### config.mk
export PLATFORM = sky130hd
export DESIGN_NAME = ex_issue_stage
export DESIGN_NICKNAME = d
export VERILOG_FILES = /design/src/rtl/ex_issue_stage.sv
export SDC_FILE = /design/constraint.sdc
export NUM_CORES = 1
export LEC_CHECK = 0
export ABC_AREA = 1
export CAP_MARGIN = 20
export CELL_PAD_IN_SITES_DETAIL_PLACEMENT = 1
export CELL_PAD_IN_SITES_GLOBAL_PLACEMENT = 2
export CORE_ASPECT_RATIO = 0.5
export CORE_MARGIN = 2
export CORE_UTILIZATION = 23
export CTS_BUF_LIST = sky130_fd_sc_hd__clkbuf_16
export CTS_CLUSTER_SIZE = 16
export DETAILED_ROUTE_END_ITERATION = 8
export PLACE_DENSITY_LB_ADDON = 0.1
export RECOVER_POWER = 100
export SETUP_SLACK_MARGIN = 0.15
export SLEW_MARGIN = 30
export SYNTH_ARGS = -nofsm -noshare
export SYNTH_HDL_FRONTEND = slang
export SYNTH_SLANG_ARGS = --single-unit
### constraint.sdc
create_clock -name clk -period 1.9 [get_ports clk]
set_input_delay 0.38 -clock clk [delete_from_list [all_inputs] [get_ports clk]]
set_output_delay 0.38 -clock clk [all_outputs]
set_load 0.02 [all_outputs]
### src/rtl/ex_issue_stage.sv
// rtl/ex_issue_stage.sv - operand-resolution pipeline register ahead of the execute ALU
package alufnt;
  typedef enum logic [2:0] {
    add  = 3'd0,
    sub  = 3'd1,
    sll  = 3'd2,
    slt  = 3'd3,
    sltu = 3'd4,
    lxor = 3'd5,
    srl  = 3'd6,
    land = 3'd7
  } alu_func_t;
endpackage

module ex_issue_stage #(
  parameter int STALL_CNT_W = 32
) (
  input  logic                    clk,
  input  logic                    rst,
  input  logic                    in_valid,
  output logic                    in_ready,
  input  logic [31:0]             in_pc,
  input  logic [4:0]              in_rs1_idx,
  input  logic [4:0]              in_rs2_idx,
  input  logic [4:0]              in_rd_idx,
  input  logic [31:0]             in_rs1_data,
  input  logic [31:0]             in_rs2_data,
  input  logic [31:0]             in_imm,
  input  alufnt::alu_func_t       in_fn,
  input  logic                    in_op1_pc,
  input  logic                    in_op2_imm,
  input  logic                    in_rd_we,
  input  logic                    exm_we,
  input  logic [4:0]              exm_rd,
  input  logic [31:0]             exm_data,
  input  logic                    exm_is_load,
  input  logic                    wb_we,
  input  logic [4:0]              wb_rd,
  input  logic [31:0]             wb_data,
  input  logic                    flush,
  output logic                    out_valid,
  input  logic                    out_ready,
  output alufnt::alu_func_t       out_fn,
  output logic [31:0]             out_in1,
  output logic [31:0]             out_in2,
  output logic [31:0]             out_pc,
  output logic [4:0]              out_rd_idx,
  output logic                    out_rd_we,
  output logic [31:0]             out_store_data,
  output logic [STALL_CNT_W-1:0]  stall_count
);

  logic                   r_out_valid;
  alufnt::alu_func_t      r_out_fn;
  logic [31:0]            r_out_in1, r_out_in2, r_out_pc, r_out_store_data;
  logic [4:0]             r_out_rd_idx;
  logic                   r_out_rd_we;
  logic [STALL_CNT_W-1:0] r_stall_count;

  logic [31:0] w_rs1_fwd, w_rs2_fwd;
  logic        w_hz, w_capture;

  // EX/MEM wins over WB; x0 always reads as zero regardless of producers
  function automatic logic [31:0] fwd(input logic [4:0] idx, input logic [31:0] rf_data,
                                      input logic ex_we, input logic [4:0] ex_rd,
                                      input logic [31:0] ex_data, input logic w_we,
                                      input logic [4:0] w_rd, input logic [31:0] w_data);
    if (idx == 5'd0)                   return 32'd0;
    else if (ex_we && (ex_rd == idx))  return ex_data;
    else if (w_we && (w_rd == idx))    return w_data;
    else                               return rf_data;
  endfunction

  always_comb begin
    w_rs1_fwd = fwd(in_rs1_idx, in_rs1_data, exm_we, exm_rd, exm_data, wb_we, wb_rd, wb_data);
    w_rs2_fwd = fwd(in_rs2_idx, in_rs2_data, exm_we, exm_rd, exm_data, wb_we, wb_rd, wb_data);
  end

  // rs2 always counts as used since its value also feeds store data
  assign w_hz = in_valid && exm_we && exm_is_load && (exm_rd != 5'd0) &&
                ((!in_op1_pc && (exm_rd == in_rs1_idx)) || (exm_rd == in_rs2_idx));

  assign in_ready  = !rst || (!w_hz && (!r_out_valid || out_ready));
  assign w_capture = in_valid && in_ready && !flush;

  always_ff @(posedge clk or negedge rst) begin
    if (!rst) begin
      r_out_valid      <= 1'b0;
      r_out_fn         <= alufnt::add;
      r_out_in1        <= 32'd0;
      r_out_in2        <= 32'd0;
      r_out_pc         <= 32'd0;
      r_out_store_data <= 32'd0;
      r_out_rd_idx     <= 5'd0;
      r_out_rd_we      <= 1'b0;
      r_stall_count    <= '0;
    end else begin
      if (flush)          r_out_valid <= 1'b0;
      else if (w_capture) r_out_valid <= 1'b1;
      else if (out_ready) r_out_valid <= 1'b0;

      if (w_capture) begin
        r_out_fn         <= in_fn;
        r_out_in1        <= in_op1_pc ? in_pc : w_rs1_fwd;
        r_out_in2        <= in_op2_imm ? in_imm : w_rs2_fwd;
        r_out_pc         <= in_pc;
        r_out_store_data <= w_rs2_fwd;
        r_out_rd_idx     <= in_rd_idx;
        r_out_rd_we      <= in_rd_we;
      end

      if (in_valid && w_hz && !flush && (r_stall_count != '1))
        r_stall_count <= r_stall_count + STALL_CNT_W'(1);
    end
  end

  assign out_valid      = r_out_valid;
  assign out_fn         = r_out_fn;
  assign out_in1        = r_out_in1;
  assign out_in2        = r_out_in2;
  assign out_pc         = r_out_pc;
  assign out_rd_idx     = r_out_rd_idx;
  assign out_rd_we      = r_out_rd_we;
  assign out_store_data = r_out_store_data;
  assign stall_count    = r_stall_count;

endmodule

==> impl_metrics.py, run 1 <==
metrics = {
    "detailed_routing": {
        "antenna_left": 0,
        "wirelength_mm": 57.0,
        "drc": 0,
        "drt_pass1_iterations": 5,
        "wl_per_cell_um": 20.2,
        "drt-initial-drc-count": 713,
        "vias": 12600,
        "viasPerCell": 4.48,
    },
    "critical_path": {
        "cp_max_fo": 8,
        "cp-end-kind": "flip-flop",
        "cp-start-kind": "flip-flop",
        "crit_buf_inv": 5,
        "path_delay_family": "buffers and inverters",
        "crit_required_ns": 2.28,
        "slowest_delay_ns": 0.37,
        "cp_cell_sequence": "inv_2 > nor3_2 > buf_4 > nand2_4 > nor3_4 > nand2_2 > nand4_4 > buf_12 > buf_6 > buf_16 > xnor2_2",
        "arrival_ns": 2.25,
        "worstSetupPathType": "flip-flop to flip-flop",
        "slowest_stage": "dfrtp_1",
    },
    "yosys": {
        "yosys_warnings": 0,
        "syn_area_sq_um": 10900,
        "syn_avg_cell_area_sq_um": 6.53,
        "synth_seq_area_share": 0.390,
        "yosysUniqueCellTypes": 28,
        "ys_ff_latch": 170,
        "syn_nets": 1901,
        "syn_inst": 1669,
    },
    "floorplanning": {
        "die-area_sq_um": 49300,
        "io_pins": 402,
        "start_util": 0.233,
        "die_w_um": 312,
        "fp.dieH_um": 158,
        "core_area_sq_um": 46800,
        "num_rows": 56,
    },
    "clock_network": {
        "cts_made_buffers": 17,
        "cts.sinks": 170,
        "cts_tree": "yes",
        "clk_pin_slew_ns": 0.08,
        "cts_root_buf": "clkbuf_16",
        "clk_path_buf_depth": 2,
        "clk_latency_ns": 0.47,
        "htree_levels": 4,
    },
    "final_layout": {
        "fin_area_sq_um": 18200,
        "final_cell_mix": "741 x nand2_1, 206 x clkdlybuf4s50_1, 187 x nand3_1",
        "drive_gt1_frac": 0.187,
        "mostFrequentLayoutCell": "nand2_1",
        "syn_to_final_growth_pct": 66.6,
        "stdcell_count": 2822,
        "final_net_count": 2397,
        "postLayoutCoreUtil": 0.388,
    },
    "power_and_ir_drop": {
        "clkPwrFrac": 0.326,
        "combPwrFrac": 0.305,
        "net-switching-power_uw": 4100,
        "power.leakage_uw": 0.00947,
        "pwr-share-seq": 0.369,
        "intPower_uw": 7670,
        "max-vdd-ir-drop_mv": 0.534,
        "power.density_nw_per_um2": 648,
        "p_total_uw": 11800,
        "p_sw_frac": 0.349,
    },
    "global_routing": {
        "grt_pass1_vias": 13000,
        "gr-total-overflow": 0,
        "grt_pass1_wl_mm": 83.8,
        "grt_max_degree": 68,
        "grt_usage": 0.228,
        "antenna_found_initial": 6,
    },
    "place": {
        "gp_congestion": 0.823,
        "place_area_sq_um": 16600,
        "dp_cells": 2741,
        "hpwlAfterDp_mm": 43.3,
        "numPortBuffers": 401,
    },
    "timing": {
        "period_needed_ns": 1.87,
        "fmax_mhz": 535,
        "setup_viol": 0,
        "rsz0062_at_grt": "true",
        "skew_ns": 0.0139,
        "final_hold_viol_count": 0,
        "period_share": 0.983,
        "relSlewSlack": 0.542,
        "drv_slew": 0,
        "tightest_slew_ns": 0.688,
    },
    "worst_hold_path": {
        "hp-class": "flip-flop to flip-flop",
    },
    "job": {
        "maxCapViolCount": 0,
    },
    "run_status": {
        "status": "completed",
    },
}
path summary, 6_finish.rpt:
| path | depth (start not counted) | slack, ns | from | end |
|---|---|---|---|---|
| max | 11 | 0.03 | stall_count[17] | stall_count[0] |
| min | 2 | 0.47 | out_pc[15] | out_pc[15] |
| max reg2reg | 11 | 0.03 | stall_count[17] | stall_count[0] |
| min reg2reg | 2 | 0.47 | out_pc[15] | out_pc[15] |
| max in group asynchronous | 4 | 0.21 | rst | stall_count[4] |
| min in group asynchronous | 3 | 0.68 | rst | stall_count[18] |
sequential cells by signal (all words and copies together), names as in the netlist:
register and count:
out_store_data 32, stall_count 32, out_rd_we 1, out_rd_idx 5
out_valid 1, out_in1 32, out_in2 32, out_pc 32
out_fn 3
logic make-up after synthesis:
group / count (synthesis) / share of synthesized area
simple gates: 1162 / 0.458
buf+inv: 262 / 0.104
flops: 170 / 0.390
compound gates: 41 / 0.0201
xor+xnor: 33 / 0.0265
fa+ha+maj: 1 / 0.00115
layout make-up:
type	count	area [sq um]
Fill cell	5838	28600
Multi-Input combinational cell	1237	6290
Timing Repair Buffer	577	5570
Sequential cell	170	4270
Tap cell	638	798
Inverter	162	608
Clock buffer	17	425
Clock inverter	15	188
Antenna cell	6	15.0
layer usage:
layer	up-vias	share of wire	global-route usage
met1	6168	0.46	0.301
met2	199	0.50	0.396
met4	0	0.015	0.0508
met5	-	0	0
li1	6229	-	-
met3	43	0.025	0.0329
cell usage after synthesis:
master	n	area [sq um]
a21oi_1	2	10.0
a21oi_4	1	16.3
and2_0	1	6.26
buf_1	4	15.0
buf_2	33	165
buf_4	8	60.1
buf_6	11	124
clkbuf_1	44	165
dfrtp_1	170	4250
ha_1	1	12.5
inv_1	157	589
inv_2	5	18.8
nand2_1	778	2920
nand2_2	2	12.5
nand3_1	244	1220
nand3_2	1	10.0
nand3b_1	35	263
nand4_1	43	269
nand4_2	1	12.5
nor2_1	32	120
nor2_2	6	37.5
nor3_1	14	70.1
nor3_2	5	50.1
o21ai_0	30	150
o21ai_1	6	30.0
o22ai_1	2	12.5
xnor2_1	17	149
xor2_1	16	140
stage by stage:
| step | hold slack, ns | setup slack, ns | TNS, ns |
|---|---|---|---|
| after floorplan | 0.0844 | 0.158 | 0 |
| after global placement | 0.455 | -0.690 | -87.82 |
| after detailed placement | 0.458 | -0.697 | -90.19 |
| after CTS | 0.453 | 0.0267 | 0 |
| after global routing | 0.481 | -0.0108 | -0.0242 |
| final | 0.467 | 0.0321 | 0 |
repair_timing:
item,CTS,global route
endpoints found under the setup margin,341,167
pin swaps,16,34
hold buffers,1,0
resized for setup,301,205
gates cloned,8,1
hold endpoints to repair,20,0
buffers inserted,23,10
tightest hold or removal path: stages (launching register included):
cell and delay (ns):
dfrtp_1 0.34, nand2_1 0.05, nand2_1 0.04
power by group through the flow:
stage	clock (uW)	sequential (uW)	combinational, uW
2_1_floorplan	0	4920	1030
3_3_place_gp	0	4430	3820
3_5_place_dp	0	4430	3830
4_1_cts	3970	4350	3600
5_1_grt	4130	4410	3900
6_report	3840	4340	3590
Power figures use the tool's default switching activity.
==> run 2, diff against run 1 <==
CTS_CLUSTER_SIZE = unset   (was 16)
==> results of run 2 <==
Final layout, timing and power as in run 1 (identical DEF).
